### config.mk
export PLATFORM = sky130hd
export DESIGN_NAME = switch_input_conditioner
export DESIGN_NICKNAME = d
export VERILOG_FILES = /design/src/rtl/switch_input_conditioner.sv
export SDC_FILE = /design/constraint.sdc
export NUM_CORES = 1
export LEC_CHECK = 0
export ABC_AREA = 1
export BUFFER_PORTS_ARGS = -buffer_cell sky130_fd_sc_hd__buf_4
export CORE_MARGIN = 2
export CORE_UTILIZATION = 35
export DETAILED_ROUTE_END_ITERATION = 10
export GPL_TIMING_DRIVEN = 0
export PLACE_DENSITY = 0.58
export SYNTH_ARGS = -nofsm -noshare
export SYNTH_HDL_FRONTEND = slang
export SYNTH_SLANG_ARGS = --single-unit
### constraint.sdc
create_clock -name fastclk -period 1.4 [get_ports fastclk]
set_clock_uncertainty 0.15 [all_clocks]
set_input_delay 0.28 -clock fastclk [delete_from_list [all_inputs] [get_ports fastclk]]
set_output_delay 0.28 -clock fastclk [all_outputs]
set_load 0.02 [all_outputs]
### src/rtl/switch_input_conditioner.sv
// switch_input_conditioner: synchronises the DE0 handshake and data switches, debounces the
// handshake, emits rise/fall pulses and hands the latched byte to the core with valid/ack/overrun.
module switch_input_conditioner #(
   parameter int SYNC_STAGES = 2,
   parameter int DB_CYCLES   = 4
) (
   input  logic       fastclk,
   input  logic       nreset,
   input  logic       Bstus_raw,
   input  logic [7:0] SW_raw,
   input  logic       sw_ack,
   output logic       Bstus,
   output logic       Bstus_rise,
   output logic       Bstus_fall,
   output logic [7:0] sw_hold,
   output logic       sw_valid,
   output logic       sw_overrun
);
   localparam int CW = $clog2(DB_CYCLES);
   localparam logic [CW-1:0] CNT_MAX = CW'(DB_CYCLES - 1);
   typedef enum logic [1:0] {LOW, CHK_H, HIGH, CHK_L} state_t;
   logic [SYNC_STAGES-1:0]      bs_sync_q, bs_sync_d;
   logic [SYNC_STAGES-1:0][7:0] sw_sync_q, sw_sync_d;
   state_t                      state_q, state_d;
   logic [CW-1:0]               cnt_q, cnt_d;
   logic                        bstus_q, bstus_d, rise_q, rise_d, fall_q, fall_d;
   logic [7:0]                  hold_q, hold_d;
   logic                        valid_q, valid_d, ovr_q, ovr_d;
   logic                        bs_s;
   logic [7:0]                  sw_s;
   assign bs_s = bs_sync_q[SYNC_STAGES-1];
   assign sw_s = sw_sync_q[SYNC_STAGES-1];
   always_comb begin
      bs_sync_d = {bs_sync_q[SYNC_STAGES-2:0], Bstus_raw};
      sw_sync_d = {sw_sync_q[SYNC_STAGES-2:0], SW_raw};
      state_d   = state_q;
      cnt_d     = cnt_q;
      bstus_d   = bstus_q;
      rise_d    = 1'b0;
      fall_d    = 1'b0;
      hold_d    = hold_q;
      valid_d   = valid_q;
      ovr_d     = ovr_q;
      case (state_q)
         LOW: begin
            if (bs_s) begin
               state_d = CHK_H;
               cnt_d   = CW'(1);
            end
         end
         CHK_H: begin
            if (!bs_s) begin
               state_d = LOW;
               cnt_d   = '0;
            end else if (cnt_q == CNT_MAX) begin
               state_d = HIGH;
               cnt_d   = '0;
               bstus_d = 1'b1;
               rise_d  = 1'b1;
            end else begin
               cnt_d = cnt_q + CW'(1);
            end
         end
         HIGH: begin
            if (!bs_s) begin
               state_d = CHK_L;
               cnt_d   = CW'(1);
            end
         end
         CHK_L: begin
            if (bs_s) begin
               state_d = HIGH;
               cnt_d   = '0;
            end else if (cnt_q == CNT_MAX) begin
               state_d = LOW;
               cnt_d   = '0;
               bstus_d = 1'b0;
               fall_d  = 1'b1;
            end else begin
               cnt_d = cnt_q + CW'(1);
            end
         end
         default: begin
            state_d = LOW;
            cnt_d   = '0;
         end
      endcase
      // an ack coinciding with a rise is absorbed by the new byte, so it is not an overrun
      if (rise_d) begin
         hold_d  = sw_s;
         ovr_d   = ovr_q | (valid_q & ~sw_ack);
         valid_d = 1'b1;
      end else if (sw_ack) begin
         valid_d = 1'b0;
      end
   end
   always_ff @(posedge fastclk or negedge nreset) begin
      if (!nreset) begin
         bs_sync_q <= '0;
         sw_sync_q <= '0;
         state_q   <= LOW;
         cnt_q     <= '0;
         bstus_q   <= 1'b0;
         rise_q    <= 1'b0;
         fall_q    <= 1'b0;
         hold_q    <= '0;
         valid_q   <= 1'b0;
         ovr_q     <= 1'b0;
      end else begin
         bs_sync_q <= bs_sync_d;
         sw_sync_q <= sw_sync_d;
         state_q   <= state_d;
         cnt_q     <= cnt_d;
         bstus_q   <= bstus_d;
         rise_q    <= rise_d;
         fall_q    <= fall_d;
         hold_q    <= hold_d;
         valid_q   <= valid_d;
         ovr_q     <= ovr_d;
      end
   end
   assign Bstus      = bstus_q;
   assign Bstus_rise = rise_q;
   assign Bstus_fall = fall_q;
   assign sw_hold    = hold_q;
   assign sw_valid   = valid_q;
   assign sw_overrun = ovr_q;
endmodule

==> implementation parameters, run 1 <==
Parameter                              Value

Run status
  Result of the run    finished, final reports clean

STA
  Relative slew margins    72.1%
  Hold_ws    204 ps
  Slew of the pin with the lowest slew margin    about 420 ps
  Setup Total Neg Slack    0 ps
  Max-slew violations    0
  Period Utilization, post-route    93.6%
  Upper clock frequency limit    763 MHz
  Clock period minus final worst setup slack    1310 ps
  Number of failing hold endpoints at the final stage    0
  Number of endpoints failing setup at the final stage    0

Detailed routing
  # DRC    0
  Wire length per cell after detailed routing    10.3 um
  Via Count    744
  Number of violations reported at the end of detailed-routing iteration 0    40
  DRT antenna net count    0
  Wire length after detailed routing    between 1500 and 2000 um
  Detail-routed via count per cell    4.18
  First-pass iteration count of the detailed router    4

Finish
  Diode insertion count for antenna repair    0
  Share of cells above drive strength 1    between 20% and 30%
  Count of nets after finishing    147
  Post-route cell area    0.00156 mm^2
  Area added between synthesis and finish    36.1%
  Post-Route Utilization    50.6%

Power and ir drop
  Sequential fraction of design power    51.3%
  Total power per unit cell area    1680 mW/mm^2
  Sw Ratio    32.9%
  Internal power    between 1.5 and 2 mW
  Clock group share of total power    20.3%
  Leakage power of the design    0.820 nW
  Gate power share    28.4%
  Switching power    roughly 860 uW
  Maximum resistive drop on vdd    736 uV

Critical path
  Data required time of the critical path    970 ps
  Data arrival, critical path    880 ps
  Critical path's slowest cell    sky130_fd_sc_hd__dfrtp_1
  FF-to-FF End    sw_hold[5]$_DFFE_PN0P_
  Crit path cell chain    buf_4
  Slack of the worst reg-to-reg path    120 ps
  Capturing element type of the critical path    output port
  Length in cells of the worst reg-to-reg path    5
  Critical Path Max Stage Delay    about 400 ps
  Largest fanout of any net on the critical path    2
  Origin of the critical flop-to-flop path    cnt_q[0]$_DFFE_PN0P_
  Family with the most delay on the worst path    flip-flops
  CP Launch Type    flip-flop
  Critical path type    reg2out
  Buf/Inv on CP    1

Hold path
  Class of the tightest hold or removal check    reg2reg
  Number of cells on the worst hold path    0
  Worst hold path startpoint    sw_sync_d[8]$_DFF_PN0_
  Min-Delay Endpoint    sw_s[0]$_DFF_PN0_

Yosys
  Post-synthesis cell count    92
  Number of register bits inferred by synthesis    35
  Post-synthesis instance area    0.00114 mm^2
  Portion of the post-synthesis area used by sequential elements    76.5%
  Syn Nets    105
  Per-instance average area after synthesis    12.4 um^2
  Post-synth cell types    14
  Count of yosys warnings during synthesis    0

Placement
  HPWL Detailed    between 1000 and 1500 um
  Number of buffer cells added on primary ports    24
  Placed standard-cell area    0.00138 mm^2
  Last weighted congestion value of the routability-driven placer    0.653

Global routing
  Pin count of the biggest net entering global routing    36
  Overflow after GRT    0
  Antenna violations before repair    0
  Overall track demand over capacity in global routing    12.6%
  Number of global-route vias before repair    between 700 and 800
  Global-route wire length before repair    3190 um

Floorplan
  Standard cell core area    just over 0.003 mm^2
  Die boundary height    61.2 um
  Standard-cell row count    20
  Die width    61.2 um
  Full die area    0.00374 mm^2
  Initial core utilization    37.2%
  Number of top-level pins    25

Clock tree
  Clk pin slew, worst setup/hold paths    90 ps
  Number of buffers created by CTS    5
  CTS root buf    sky130_fd_sc_hd__clkbuf_4
  H-tree levels    2
  Num Clock Sinks    35
  Maximum buffer depth of the clock tree    2
  Clock latency at the later pin of the worst-skew pair    320 ps
  TritonCTS clock tree    built

Flow run
  Max_cap viols    0
==> flip-flops by register name, indices dropped and copies added (netlist names), named ones only <==
signal,cells
sw_hold,8
cnt_q,2
sw_overrun,1
Bstus_rise,1
sw_valid,1
Bstus_fall,1
Bstus,1
sw_sync_d,8
sw_s,8
bs_sync_q,2
state_q,1
==> worst max-delay path by stage <==
stage | from | to | slack (ps) | depth (start not counted)
floorplan | cnt_q[0]$_DFFE_PN0P_ | sw_hold[0]$_DFFE_PN0P_ | 200 | 4
global route | cnt_q[0]$_DFFE_PN0P_ | sw_hold[0]$_DFFE_PN0P_ | -8 | 5
global placement | cnt_q[0]$_DFFE_PN0P_ | sw_hold[7]$_DFFE_PN0P_ | 40 | 4
finish | sw_hold[1]$_DFFE_PN0P_ | sw_hold[1] | 90 | 1
CTS | cnt_q[0]$_DFFE_PN0P_ | sw_hold[5]$_DFFE_PN0P_ | 40 | 5
detailed placement | cnt_q[0]$_DFFE_PN0P_ | sw_hold[4]$_DFFE_PN0P_ | -9 | 4
==> per-layer routing <==
layer,GRT usage (%),wire (um)
met1,13.0,707
met2,20.7,1000
met3,6.93,99
met4,6.52,21
met5,0,0
==> synthesized netlist by cell type <==
cell type / count / area (um^2)
sky130_fd_sc_hd__nand2_2: 1 / 6.26
sky130_fd_sc_hd__nor2_1: 3 / 11.3
sky130_fd_sc_hd__ha_1: 1 / 12.5
sky130_fd_sc_hd__nor2_8: 1 / 20.0
sky130_fd_sc_hd__a21boi_1: 1 / 7.51
sky130_fd_sc_hd__inv_2: 1 / 3.75
sky130_fd_sc_hd__nand2_1: 34 / 128
sky130_fd_sc_hd__o21ai_1: 3 / 15.0
sky130_fd_sc_hd__dfrtp_1: 35 / 876
sky130_fd_sc_hd__o21ai_0: 1 / 5.00
sky130_fd_sc_hd__nand2_4: 1 / 11.3
sky130_fd_sc_hd__inv_1: 7 / 26.3
sky130_fd_sc_hd__nand4_2: 1 / 12.5
sky130_fd_sc_hd__nand3_1: 2 / 10.0
==> placed cells by master, fill, tap and decap left out <==
| cell type | count |
|---|---|
| sky130_fd_sc_hd__o21ai_1 | 3 |
| sky130_fd_sc_hd__inv_2 | 1 |
| sky130_fd_sc_hd__dlygate4sd3_1 | 11 |
| sky130_fd_sc_hd__nand4_4 | 1 |
| sky130_fd_sc_hd__clkbuf_8 | 1 |
| sky130_fd_sc_hd__nand2_4 | 1 |
| sky130_fd_sc_hd__nand2_2 | 1 |
| sky130_fd_sc_hd__dfrtp_1 | 35 |
| sky130_fd_sc_hd__nor2_1 | 3 |
| sky130_fd_sc_hd__ha_2 | 1 |
| sky130_fd_sc_hd__nand2_1 | 34 |
| sky130_fd_sc_hd__nor2_8 | 1 |
| sky130_fd_sc_hd__a21boi_1 | 1 |
| sky130_fd_sc_hd__o21ai_0 | 1 |
| sky130_fd_sc_hd__nand3_1 | 2 |
| sky130_fd_sc_hd__clkbuf_4 | 5 |
| sky130_fd_sc_hd__buf_4 | 24 |
| sky130_fd_sc_hd__clkinv_2 | 1 |
| sky130_fd_sc_hd__inv_1 | 7 |
==> kinds of logic after synthesis <==
kind of cell | count (synthesis) | synth area share (%)
AOI/OAI and AO/OA | 5 | 2.40
DFF | 35 | 76.5
and+or+nand+nor | 43 | 17.4
adders and majority gates | 1 | 1.09
buffers and inverters | 8 | 2.62
==> stage by stage <==
step / power (mW) / std cells / setup WS [ps]
floorplan: 1.76 / 92 / 203
global placement: 2.03 / 160 / 44.4
global route: 2.83 / 178 / -8.08
detailed placement: 2.06 / 160 / -9.08
CTS: 2.65 / 178 / 40.7
finish: 2.61 / 178 / 90.1
==> area by class of cell <==
type / count / area [um^2]
Tap cell: 44 / 55.1
Clock buffer: 6 / 51.3
Multi-Input combinational cell: 49 / 250
Clock inverter: 1 / 5.00
Inverter: 8 / 30.0
Timing Repair Buffer: 35 / 290
Fill cell: 295 / 1520
Sequential cell: 35 / 876
==> what timing repair did <==
item	4_1_cts	5_1_grt
setup endpoints to repair	4	9
gates resized for setup	1	1
pin swaps	0	1
hold buffers	11	0
endpoints found under the hold margin	45	0
buffers inserted	0	0
==> power groups by stage <==
stage / Sequential [mW] / Clock [mW] / Combinational (mW)
after CTS: 1.34 / 0.561 / 0.743
after detailed placement: 1.36 / 0 / 0.706
after global placement: 1.35 / 0 / 0.686
final: 1.34 / 0.530 / 0.742
after global routing: 1.37 / 0.615 / 0.839
after floorplan: 1.47 / 0 / 0.283
(Power assumes the default switching activity.)
==> run 2: changes to the inputs <==
--- a/config.mk
+++ b/config.mk
@@ -11,7 +11,7 @@
 export CORE_UTILIZATION = 35
 export DETAILED_ROUTE_END_ITERATION = 10
 export GPL_TIMING_DRIVEN = 0
-export PLACE_DENSITY = 0.58
+export PLACE_DENSITY = 0.51
 export SYNTH_ARGS = -nofsm -noshare
 export SYNTH_HDL_FRONTEND = slang
 export SYNTH_SLANG_ARGS = --single-unit
==> implementation parameters, run 2 (synthesized netlist as in run 1, its figures left out) <==
Parameter                              Value

Clock tree
  Num Clock Sinks    35 (unchanged)
  CTS root buf    sky130_fd_sc_hd__clkbuf_4
  H-tree levels    2 (unchanged)
  TritonCTS clock tree    built
  Maximum buffer depth of the clock tree    2 (unchanged)
  Clk pin slew, worst setup/hold paths    90 ps (about the same)
  Number of buffers inserted to repair setup after CTS    0 (unchanged)
  Clock latency at the later pin of the worst-skew pair    330 ps (about the same)
  Number of buffers created by CTS    5 (unchanged)

Placement
  Last weighted congestion value of the routability-driven placer    0.785 (+20%)
  Number of buffer cells added on primary ports    24 (unchanged)
  HPWL Detailed    1210 um (+3.0%)

Detailed routing
  # DRC    0 (unchanged)
  DRT antenna net count    0 (unchanged)
  Via Count    743 (-0.13%)
  Number of violations reported at the end of detailed-routing iteration 0    18 (-55%)
  First-pass iteration count of the detailed router    4 (unchanged)
  Wire length after detailed routing    1870 um (+2.3%)
  Detail-routed via count per cell    4.15 (-0.69%)
  Wire length per cell after detailed routing    10.4 um (+1.7%)

Floorplan
  Initial core utilization    37.2% (unchanged)
  Die width    61.2 um (unchanged)
  Number of top-level pins    25 (unchanged)
  Full die area    0.00374 mm^2 (unchanged)
  Die boundary height    61.2 um (unchanged)
  Standard-cell row count    20 (unchanged)
  Standard cell core area    0.00308 mm^2 (unchanged)

Power and ir drop
  Leakage power of the design    0.814 nW (-0.66%)
  Switching power    861 uW (about the same)
  Total power per unit cell area    1660 mW/mm^2 (-1.1%)
  Gate power share    28.8% (+0.4 points)
  Sequential fraction of design power    51.9% (+0.6 points)
  Internal power    1.72 mW (-2.2%)
  Maximum resistive drop on vdd    868 uV (+18%)
  Sw Ratio    33.4% (+0.51 points)
  Clock group share of total power    19.3% (-1.0 points)

Critical path
  Capturing element type of the critical path    output port
  Buf/Inv on CP    1 (unchanged)
  Crit path cell chain    buf_4
  Largest fanout of any net on the critical path    2 (unchanged)
  Critical path's slowest cell    sky130_fd_sc_hd__dfrtp_1
  Family with the most delay on the worst path    flip-flops
  Critical Path Max Stage Delay    400 ps (about the same)
  CP Launch Type    flip-flop
  Data required time of the critical path    970 ps (about the same)
  Data arrival, critical path    890 ps (about the same)
  Critical path type    reg2out

Global routing
  Pin count of the biggest net entering global routing    36 (unchanged)
  Overflow after GRT    0 (unchanged)
  Overall track demand over capacity in global routing    12.4% (-0.17 points)
  Global-route wire length before repair    3220 um (+0.66%)
  Number of global-route vias before repair    753 (-1.7%)
  Antenna violations before repair    0 (unchanged)

Finish
  Count of nets after finishing    147 (unchanged)
  Share of cells above drive strength 1    26.7% (-0.95 points)
  Flip-flop and latch area    876 um^2 (unchanged)
  Area added between synthesis and finish    35.5%
  Commonest non-fill, non-tap cells in the layout    sky130_fd_sc_hd__dfrtp_1 (35), sky130_fd_sc_hd__nand2_1 (34), sky130_fd_sc_hd__buf_4 (24)
  Most common cell after layout, fill and taps aside    sky130_fd_sc_hd__dfrtp_1
  Multi-input logic area    250 um^2 (unchanged)
  Fill cell total of the finished layout    291 (-1.4%)
  Diode insertion count for antenna repair    0 (unchanged)

STA
  Hold_ws    205 ps (+0.859 ps)
  Unrepaired setup endpoints after global routing    false
  Slew of the pin with the lowest slew margin    423 ps (+4.02 ps)
  Upper clock frequency limit    759 MHz (-0.57%)
  Number of failing hold endpoints at the final stage    0 (unchanged)
  Number of endpoints failing setup at the final stage    0 (unchanged)
  Clock period minus final worst setup slack    1320 ps (+7.55 ps)
  Relative slew margins    71.8% (-0.27 points)
  Period Utilization, post-route    94.1% (+0.54 points)
  Max-slew violations    0 (unchanged)
  Setup Total Neg Slack    0 ps (unchanged)

Flow run
  Max_cap viols    0 (unchanged)

Run status
  Result of the run    finished, final reports clean

Hold path
  Class of the tightest hold or removal check    reg2reg
[run 2: cell types whose count changed in the layout (fill, tap and decap cells not counted)]
cell / change
sky130_fd_sc_hd__clkbuf_1: +2
sky130_fd_sc_hd__clkbuf_8: -1
[run 2: cell type report]
type	count	share of cell area (%)
clock buffer	7	2.90
inverter	8	1.94
multi-input combinational	49	16.1
tap	44	3.55
sequential	35	56.5
clock inverter	1	0.323
timing repair buffer	35	18.7
[run 2: worst paths after layout]
check | end | startpoint | depth (start not counted) | slack (ps)
max in group asynchronous | sw_hold[2]$_DFFE_PN0P_ | nreset | 2 | 520
worst min register to register | sw_s[5]$_DFF_PN0_ | sw_sync_d[13]$_DFF_PN0_ | 0 | 210
worst max-delay path | sw_hold[5] | sw_hold[5]$_DFFE_PN0P_ | 1 | 80
worst min-delay path | sw_s[5]$_DFF_PN0_ | sw_sync_d[13]$_DFF_PN0_ | 0 | 210
min in group asynchronous | cnt_q[0]$_DFFE_PN0P_ | nreset | 2 | 280
worst max register to register | sw_hold[5]$_DFFE_PN0P_ | cnt_q[0]$_DFFE_PN0P_ | 5 | 110
[run 2: per-stage QoR]
step | cells | area [um^2] | utilization (%) | power, mW | setup WS, ps
floorplan | 92 | 1140 | - | 1.76 | 203
global placement | 160 | 1380 | 44.8 | 2.03 | 14.9
detailed placement | 160 | 1380 | 44.8 | 2.07 | -62.0
CTS | 179 | 1550 | 50.3 | 2.63 | 7.43
global route | 179 | 1550 | 50.4 | 2.77 | 20.3
finish | 179 | 1550 | 50.4 | 2.58 | 82.5
[run 2: timing repair]
action | 4_1_cts | 5_1_grt
hold endpoints to repair | 45 | 0
setup endpoints to repair | 9 | 9
pin swaps | 0 | 0
hold buffers | 11 | 0
gates resized for setup | 1 | 1
gates cloned | 0 | 0
[run 2: routing by layer]
| metal | vias up | GRT usage [%] | wire [um] |
|---|---|---|---|
| met2 | 16 | 21.4 | 957 |
| met5 | - | 0 | 0 |
| met1 | 355 | 12.9 | 774 |
| li1 | 366 | - | - |
| met4 | 0 | 5.59 | 43 |
| met3 | 6 | 5.88 | 95 |
[run 2: power groups by stage]
stage	combinational [mW]	clock [mW]	sequential [mW]
2_1_floorplan	0.283	0	1.47
3_3_place_gp	0.690	0	1.34
3_5_place_dp	0.718	0	1.36
4_1_cts	0.758	0.531	1.34
5_1_grt	0.831	0.571	1.37
6_report	0.742	0.497	1.34
